### config.mk
export PLATFORM = sky130hd
export DESIGN_NAME = acc_requant
export DESIGN_NICKNAME = d
export VERILOG_FILES = /design/src/rtl/acc_requant.sv
export SDC_FILE = /design/constraint.sdc
export NUM_CORES = 1
export LEC_CHECK = 0
export ABC_CLOCK_PERIOD_IN_PS = 6200
export CELL_PAD_IN_SITES_DETAIL_PLACEMENT = 1
export CELL_PAD_IN_SITES_GLOBAL_PLACEMENT = 1
export CORE_MARGIN = 4
export CORE_UTILIZATION = 46
export DETAILED_ROUTE_END_ITERATION = 8
export GPL_ROUTABILITY_DRIVEN = 0
export PLACE_DENSITY = 0.87
export SLEW_MARGIN = 20
export SYNTH_ARGS = -nofsm -noshare
export SYNTH_HDL_FRONTEND = slang
export SYNTH_SLANG_ARGS = --single-unit
### constraint.sdc
create_clock -name clk -period 6.2 [get_ports clk]
set_input_delay 1.24 -clock clk [delete_from_list [all_inputs] [get_ports clk]]
set_output_delay 1.24 -clock clk [all_outputs]
set_load 0.02 [all_outputs]
### src/rtl/acc_requant.sv
// Window-differencing requantizer behind a free-running MAC: window sum, bias, rounding shift,
// saturation and a 2-entry output FIFO. Define ACC_REQUANT_RELU_EN to clamp negatives to zero.
module acc_requant #(
    parameter int unsigned ACC_BIT   = 20,
    parameter int unsigned OUT_BIT   = 8,
    parameter int unsigned CNT_BIT   = 10,
    parameter int unsigned SHIFT_BIT = 4
) (
    input  logic                 clk,
    input  logic                 rst_n,
    input  logic [ACC_BIT-1:0]   acc_in,
    input  logic                 acc_step,
    input  logic [CNT_BIT-1:0]   kernel_len,
    input  logic [ACC_BIT-1:0]   bias,
    input  logic [SHIFT_BIT-1:0] shift,
    output logic [OUT_BIT-1:0]   out_data,
    output logic                 out_valid,
    input  logic                 out_ready,
    output logic                 ovf
);

    localparam logic [0:0] ACCUM   = 1'b0;
    localparam logic [0:0] CAPTURE = 1'b1;

    localparam int unsigned VW = ACC_BIT + 2;
    localparam int SAT_MAX_I = (1 << (OUT_BIT - 1)) - 1;
    localparam int SAT_MIN_I = -(1 << (OUT_BIT - 1));
    localparam logic signed [VW-1:0] SAT_MAX = VW'(SAT_MAX_I);
    localparam logic signed [VW-1:0] SAT_MIN = VW'(SAT_MIN_I);

    logic [0:0]         state_q, state_d;
    logic [CNT_BIT-1:0] cnt_q, cnt_d;
    logic [CNT_BIT-1:0] len_q, len_d;
    logic [ACC_BIT-1:0] base_q, base_d;
    logic [ACC_BIT-1:0] diff_q, diff_d;
    logic               diff_vld_q, diff_vld_d;

    logic [CNT_BIT-1:0] len_eff;
    logic [CNT_BIT-1:0] cnt_inc;
    logic [CNT_BIT-1:0] len_lim;

    assign len_eff = (kernel_len == '0) ? CNT_BIT'(1) : kernel_len;
    assign cnt_inc = cnt_q + CNT_BIT'(1);

    // Window FSM; a step seen in CAPTURE opens the next window with cnt = 1.
    always_comb begin
        state_d    = state_q;
        cnt_d      = cnt_q;
        len_d      = len_q;
        base_d     = base_q;
        diff_d     = diff_q;
        diff_vld_d = 1'b0;
        len_lim    = len_q;
        unique case (state_q)
            ACCUM: begin
                if (acc_step) begin
                    if (cnt_q == '0) begin
                        len_d   = len_eff;
                        len_lim = len_eff;
                    end
                    if (cnt_inc >= len_lim) begin
                        state_d = CAPTURE;
                        cnt_d   = '0;
                    end else begin
                        cnt_d = cnt_inc;
                    end
                end
            end
            default: begin
                diff_d     = acc_in - base_q;
                base_d     = acc_in;
                diff_vld_d = 1'b1;
                state_d    = ACCUM;
                if (acc_step) begin
                    cnt_d = CNT_BIT'(1);
                    len_d = len_eff;
                end else begin
                    cnt_d = '0;
                end
            end
        endcase
    end

    always_ff @(posedge clk or negedge rst_n) begin
        if (!rst_n) begin
            state_q    <= ACCUM;
            cnt_q      <= '0;
            len_q      <= CNT_BIT'(1);
            base_q     <= '0;
            diff_q     <= '0;
            diff_vld_q <= 1'b0;
        end else begin
            state_q    <= state_d;
            cnt_q      <= cnt_d;
            len_q      <= len_d;
            base_q     <= base_d;
            diff_q     <= diff_d;
            diff_vld_q <= diff_vld_d;
        end
    end

    logic signed [VW-1:0] v_sum, v_rnd_add, v_rnd, v_shr, v_fin;
    logic [OUT_BIT-1:0]   res;

    always_comb begin
        v_sum     = {{2{diff_q[ACC_BIT-1]}}, diff_q} + {{2{bias[ACC_BIT-1]}}, bias};
        v_rnd_add = (shift != '0) ? (VW'(1) << (shift - SHIFT_BIT'(1))) : '0;
        v_rnd     = v_sum + v_rnd_add;
        v_shr     = v_rnd >>> shift;
`ifdef ACC_REQUANT_RELU_EN
        v_fin     = v_shr[VW-1] ? '0 : v_shr;
`else
        v_fin     = v_shr;
`endif
        if (v_fin > SAT_MAX) begin
            res = SAT_MAX[OUT_BIT-1:0];
        end else if (v_fin < SAT_MIN) begin
            res = SAT_MIN[OUT_BIT-1:0];
        end else begin
            res = v_fin[OUT_BIT-1:0];
        end
    end

    logic [OUT_BIT-1:0] mem_q [2];
    logic               wr_ptr_q, rd_ptr_q;
    logic [1:0]         count_q, count_d;
    logic               ovf_q;
    logic               push, pop, full, push_ok, drop;

    assign push    = diff_vld_q;
    assign pop     = out_valid & out_ready;
    assign full    = (count_q == 2'd2);
    // When full, the popped head slot is the one written, so the write is safe.
    assign push_ok = push & (~full | pop);
    assign drop    = push & full & ~pop;

    always_comb begin
        count_d = count_q;
        if (push_ok && !pop) begin
            count_d = count_q + 2'd1;
        end else if (!push_ok && pop) begin
            count_d = count_q - 2'd1;
        end
    end

    always_ff @(posedge clk or negedge rst_n) begin
        if (!rst_n) begin
            mem_q[0] <= '0;
            mem_q[1] <= '0;
            wr_ptr_q <= 1'b0;
            rd_ptr_q <= 1'b0;
            count_q  <= 2'd0;
            ovf_q    <= 1'b0;
        end else begin
            if (push_ok) begin
                mem_q[wr_ptr_q] <= res;
                wr_ptr_q        <= ~wr_ptr_q;
            end
            if (pop) begin
                rd_ptr_q <= ~rd_ptr_q;
            end
            count_q <= count_d;
            ovf_q   <= ovf_q | drop;
        end
    end

    assign out_valid = (count_q != 2'd0);
    assign out_data  = mem_q[rd_ptr_q];
    assign ovf       = ovf_q;

endmodule

==> results of run 1 <==
==> timing repair <==
item / 4_1_cts / 5_1_grt
endpoints found under the setup margin: 6 / 14
resized for setup: 3 / 30
pin swaps: 0 / 4
setup buffers: 0 / 1
==> layout by cell type, fill, tap and decap left out, drive strengths merged, types with 5 or more instances in the layout <==
master,netlist,final
clkdlybuf4s50,0,66
a211oi,21,21
nand2,78,78
o211ai,16,16
mux2i,26,26
clkbuf,20,10
o211a,7,7
inv,104,109
a31oi,16,16
xnor2,26,26
or2,10,10
nor4,6,6
o22ai,5,5
nand3,18,18
o21ai,69,69
o31ai,7,7
fa,18,18
ha,56,56
nand2b,11,11
nor3,14,14
and3,11,11
a311oi,5,5
a21oi,52,52
a21o,23,23
buf,20,116
o21a,9,9
mux2,25,25
xor2,10,10
a32o,9,9
nor2,66,66
dfrtp,82,82
and2,13,13
==> where the power goes <==
part           switching (mW)  leakage, nW  internal (mW)
logic                    2.33         3.62           1.95
registers               0.140        0.977          0.768
clock network           0.242        0.140          0.317
==> how the worst max path moves through the flow <==
| stage | to | slack [ns] |
|---|---|---|
| floorplan | mem_q[14]$_DFFE_PN0P_ | 0.37 |
| global placement | mem_q[3]$_DFFE_PN0P_ | -0.11 |
| detailed placement | mem_q[3]$_DFFE_PN0P_ | -0.44 |
| CTS | mem_q[3]$_DFFE_PN0P_ | 0.03 |
| global route | mem_q[3]$_DFFE_PN0P_ | -0.15 |
| finish | mem_q[14]$_DFFE_PN0P_ | 0.03 |
==> registers in the layout, indices dropped and copies added, names as in the netlist, 2 cells and up <==
name / count
mem_q: 16
diff_q: 20
len_q: 10
cnt_q: 10
base_q: 20
count_q: 2
==> layout make-up <==
type | instances | area [um^2]
Tap cell | 225 | 282
Sequential cell | 83 | 2080
Clock inverter | 6 | 71.3
Fill cell | 2051 | 7170
Timing Repair Buffer | 182 | 1540
Inverter | 108 | 405
Clock buffer | 10 | 229
Multi-Input combinational cell | 707 | 5470
==> metrics by stage <==
stage / total power, mW / utilization (%) / setup slack, ns
3_5_place_dp: 4.97 / 55.7 / -0.437
3_3_place_gp: 4.70 / 55.7 / -0.109
6_report: 5.74 / 58.4 / 0.0263
2_1_floorplan: 3.52 / - / 0.365
5_1_grt: 6.16 / 58.4 / -0.154
4_1_cts: 5.58 / 57.5 / 0.0299
==> logic make-up after synthesis <==
kind of cell,share of synthesized area (%)
xor+xnor,3.90
compound gates,24.7
other cells,0.0464
flops,25.7
fa+ha+maj,13.1
simple gates,16.1
mux,7.98
buf+inv,8.44
==> routing by layer <==
layer	part of all wire (%)	GRT usage (%)	routed length [um]	vias to the layer above
met2	51	44.2	13300	225
met3	4.3	4.27	1130	71
li1	-	-	-	3664
met4	3.1	10.1	800	0
met1	42	31.7	11000	3887
met5	0	0	0	-
==> worst max-delay path: stages <==
cell and delay [ns]:
clkdlybuf4s50_1 0.43, buf_4 0.19, nor2_4 0.14, buf_4 0.19, nand2_1 0.08, fa_1 0.49, inv_1 0.05, ha_1 0.38
a21oi_1 0.26, o21a_1 0.26, o211ai_4 0.14, buf_4 0.17, a41oi_1 0.43, nand3_1 0.18, mux2_2 0.35, nor2_1 0.14
o21ai_0 0.11, a211oi_1 0.37, o211a_1 0.30, buf_4 0.15, nand2b_1 0.09, a221oi_2 0.27
==> reports/metrics.cfg, run 1 <==
[outcome]
status=complete, no violations

[floorplanning]
die_h_um=140
boundaryPins=68
core_area_um2=17200
die_w_um=140
start_util_pct=46.8
core.rowCount=48
die-area_um2=19700

[setup_path]
rrSetupSlack_ns=1.44
worst-setup-path-type=input pin to register
worst_setup_path_start_kind=input pin
endpoint_kind=register
cp.required_ns=6.46
r2r-start=diff_q[1]$_DFFE_PN0P_
r2r_cells=19
crit_arrival_ns=6.44
r2r_end=mem_q[3]$_DFFE_PN0P_
worstSetupStartpoint=shift[0]
crit_fanout=9

[clocking]
clk_latency_ns=0.35
ctsLongestPathBuffers=2
root_buffer=clkbuf_16
clk_pin_slew_ns=0.07
cts_buffers=9
cts_sinks=83
cts_tree=done
hold_buffers=0
cts_htree_levels=3

[global_routing]
grt_max_degree=76
grt_remaining_overflow=0
grt_pass1_vias=8163
grt_usage_pct=25.5
antenna_found_initial=0
grt_pass1_wl_mm=41.3

[synth]
synth.avg_cell_area_um2=8.60
async_reset_ff_share_pct=100
yosysTopAreaCell=dfrtp_1
ys_types=97
synth_area_leaders=dfrtp_1 25%, ha_1 8.7%, inv_1 4.8%
synth_top_area_share_pct=25.4
synth_edf_count=0
ys_seq_area_share_pct=25.7
syn_nets=1071
netlist_area_um2=8080
synth-seq-cells=83
yosys-top-cells-count=104 x inv_1, 82 x dfrtp_1, 78 x nand2_1
syn_inst=939
ys_warn_count=0
synth-main-ff-cell=dfrtp_1
synth.most_common_cell=inv_1

[placement]
placedCellCount=1304
dp_hpwl_mm=20.0
portBuffers=67
place_area_um2=9610

[hold_path]
hold_class=register to register
hold_depth=1
holdPathEnd=ovf$_DFF_PN0_
hp-start=ovf$_DFF_PN0_

[sta]
finalCritPeriodShare_pct=99.6
drv_slew=0
fin_skew_ns=0.0110
setup_viol=0
hold_ws_ns=0.472
worst_pin_slew_ns=0.822
hold_viol=0
fin_crit_ns=6.17
relSlewSlack_pct=45.0
setup_tns_ns=0
fmax_mhz=162

[detailed_routing]
drt_pass1_iterations=5
wl_per_cell_um=19.8
vias_per_cell=5.94
routed-via-count=7847
dr.first_iter.drc_count=413
totalWireLength_mm=26.2
drcViolationCount=0
ant_nets=0

[flow_run]
max_cap_violations=0

[layout]
drive_gt1_share_pct=20.8
area_delta_synth_final_pct=24.7
fin_nets=1223
design_area_um2=10100
fin_cells=1321
insertedDiodeCount=0

[power]
p_per_area_nw_per_um2=570
cellLeakagePower_nw=4.74
ir_drop_mv=0.274

Power figures use the tool's default switching activity.
==> inputs of run 2 (changes only) <==
--- a/config.mk
+++ b/config.mk
@@ -9,10 +9,10 @@
 export CELL_PAD_IN_SITES_DETAIL_PLACEMENT = 1
 export CELL_PAD_IN_SITES_GLOBAL_PLACEMENT = 1
 export CORE_MARGIN = 4
-export CORE_UTILIZATION = 46
+export CORE_UTILIZATION = 40
 export DETAILED_ROUTE_END_ITERATION = 8
 export GPL_ROUTABILITY_DRIVEN = 0
-export PLACE_DENSITY = 0.87
+export PLACE_DENSITY = 0.77
 export SLEW_MARGIN = 20
 export SYNTH_ARGS = -nofsm -noshare
 export SYNTH_HDL_FRONTEND = slang
==> run 2 against run 1 <==
Compared with the run above:
- worst setup slack gained 0.21 ns
- global-route usage shrank 3.9 points
- count of clock-buffer cells in the layout did not move
- non-clock buffer count up 11
- clock skew decreased by 0.0014 ns
- cell count increased by 3.9%
- total power shrank 1.7%
- register-to-register slack improved by 0.14 ns
- highest routed layer unchanged
- critical path depth is 2 lower
- flip-flop and latch count unchanged
- core utilization decreased by 6.4 points
- hold slack lost 0.0058 ns
==> reports/metrics.cfg, run 2 (synthesized netlist as in run 1, its figures left out) <==
[layout]
final_cell_mix=125 x buf_4, 103 x inv_1, 81 x dfrtp_1
area_delta_synth_final_pct=26.5
drive_gt1_share_pct=22.1
insertedDiodeCount=0
design_area_um2=10200
fin_nets=1234
final_common_cell=buf_4
fin_cells=1372
largestRegisters=base_q x20, diff_q x20, mem_q x16

[floorplanning]
die_w_um=150
die-area_um2=22500
start_util_pct=41.1
die_h_um=150
boundaryPins=68
core.rowCount=51
core_area_um2=19700

[setup_path]
endpoint_kind=register
worst_setup_path_start_kind=input pin
crit_fanout=7
worst-setup-path-type=input pin to register
cp.required_ns=6.44
crit_arrival_ns=6.20

[outcome]
status=complete, no violations

[detailed_routing]
routed-via-count=7469
drcViolationCount=0
wl_per_cell_um=17.3
totalWireLength_mm=23.7
dr.first_iter.drc_count=239
ant_nets=0
vias_per_cell=5.44
drt_pass1_iterations=4

[global_routing]
grt_usage_pct=21.6
globalRoute.busiestLayer=met2
antenna_found_initial=0
grt_pass1_wl_mm=39.4
grt_max_degree=48
grt_remaining_overflow=0
grt_pass1_vias=7996
grtUsageMet2_pct=37.6
use_met3_pct=3.18
globalRouteMet1Util_pct=28.3

[clocking]
clk_pin_slew_ns=0.07
root_buffer=clkbuf_16
ctsLongestPathBuffers=2
cts_htree_levels=3
cts_buffers=9
cts_tree=done
cts_sinks=83
hold_buffers=0
clk_latency_ns=0.35

[power]
comb_power_share_pct=74.1
p_per_area_nw_per_um2=553
switching_power_mw=2.56
p_int_mw=3.08
clock_power_share_pct=9.9
cellLeakagePower_nw=4.77
total_power_mw=5.65
ir_drop_mv=0.215
pwr-share-seq_pct=16.0
p_sw_share_pct=45.4

[sta]
hold_ws_ns=0.466
setup_tns_ns=0
worst_pin_slew_ns=1.14
rsz0062_at_grt=false
fin_skew_ns=0.00960
setup_viol=0
fmax_mhz=168
relSlewSlack_pct=24.1
fin_crit_ns=5.97
hold_viol=0
drv_slew=0
finalCritPeriodShare_pct=96.3

[flow_run]
max_cap_violations=0

[placement]
dp_hpwl_mm=19.1
portBuffers=67
placedCellCount=1351
place_area_um2=9720

[hold_path]
hold_class=register to register

-- run 2: critical path, stage by stage --
cell	delay (ns)
clkdlybuf4s50_1	0.53
clkinvlp_4	0.22
nand2_1	0.20
nor2_2	0.08
fa_1	0.50
inv_1	0.06
fa_1	0.43
nand2b_4	0.17
a21o_1	0.20
a21boi_4	0.22
nor3_2	0.09
or3_4	0.41
mux4_2	0.50
mux2i_4	0.18
a32oi_1	0.12
a211o_1	0.28
nor4b_4	0.35
and2_4	0.21
buf_4	0.15
a211oi_2	0.07
-- run 2: power by group through the flow --
stage | logic, mW | clock network (mW) | registers (mW)
after global placement | 3.91 | 0 | 0.901
after detailed placement | 4.05 | 0 | 0.919
after CTS | 4.08 | 0.577 | 0.910
after floorplan | 2.66 | 0 | 0.864
after global routing | 4.63 | 0.602 | 0.938
final | 4.18 | 0.557 | 0.906
-- run 2: metal layers --
metal  up-vias  routed length [um]
met1      3649               10800
met3        24                 762
met5         -                   0
met2       111               11800
li1       3685                   -
met4         0                 333
-- run 2: worst paths after layout --
path	start	endpoint	slack [ns]	cells past startpoint
worst max register to register	diff_q[1]$_DFFE_PN0P_	mem_q[9]$_DFFE_PN0P_	1.58	19
max in group asynchronous	rst_n	mem_q[12]$_DFFE_PN0P_	4.35	2
worst min-delay path	ovf$_DFF_PN0_	ovf$_DFF_PN0_	0.47	1
min in group asynchronous	rst_n	base_q[14]$_DFFE_PN0P_	0.85	1
worst min register to register	ovf$_DFF_PN0_	ovf$_DFF_PN0_	0.47	1
worst max-delay path	shift[2]	mem_q[9]$_DFFE_PN0P_	0.23	20
-- run 2: metrics by stage --
| step | utilization, % | setup WS (ns) |
|---|---|---|
| CTS | 51.0 | 0.0615 |
| global route | 52.0 | 0.00389 |
| global placement | 49.5 | -0.156 |
| finish | 52.0 | 0.232 |
| detailed placement | 49.5 | -0.312 |
| floorplan | - | 0.365 |
-- run 2: area by class of cell --
| type | instances | area (um^2) |
|---|---|---|
| repair buffers | 193 | 1630 |
| inverters | 108 | 409 |
| clock buffers | 10 | 229 |
| fillers | 2369 | 9440 |
| clock inverters | 6 | 73.8 |
| well taps | 265 | 332 |
| multi-input cells | 707 | 5460 |
| flip-flops and latches | 83 | 2080 |
-- run 2: repair_timing --
item,4_1_cts,5_1_grt
buffers inserted,0,5
hold endpoints to repair,0,0
setup endpoints to repair,0,14
resized for setup,0,42
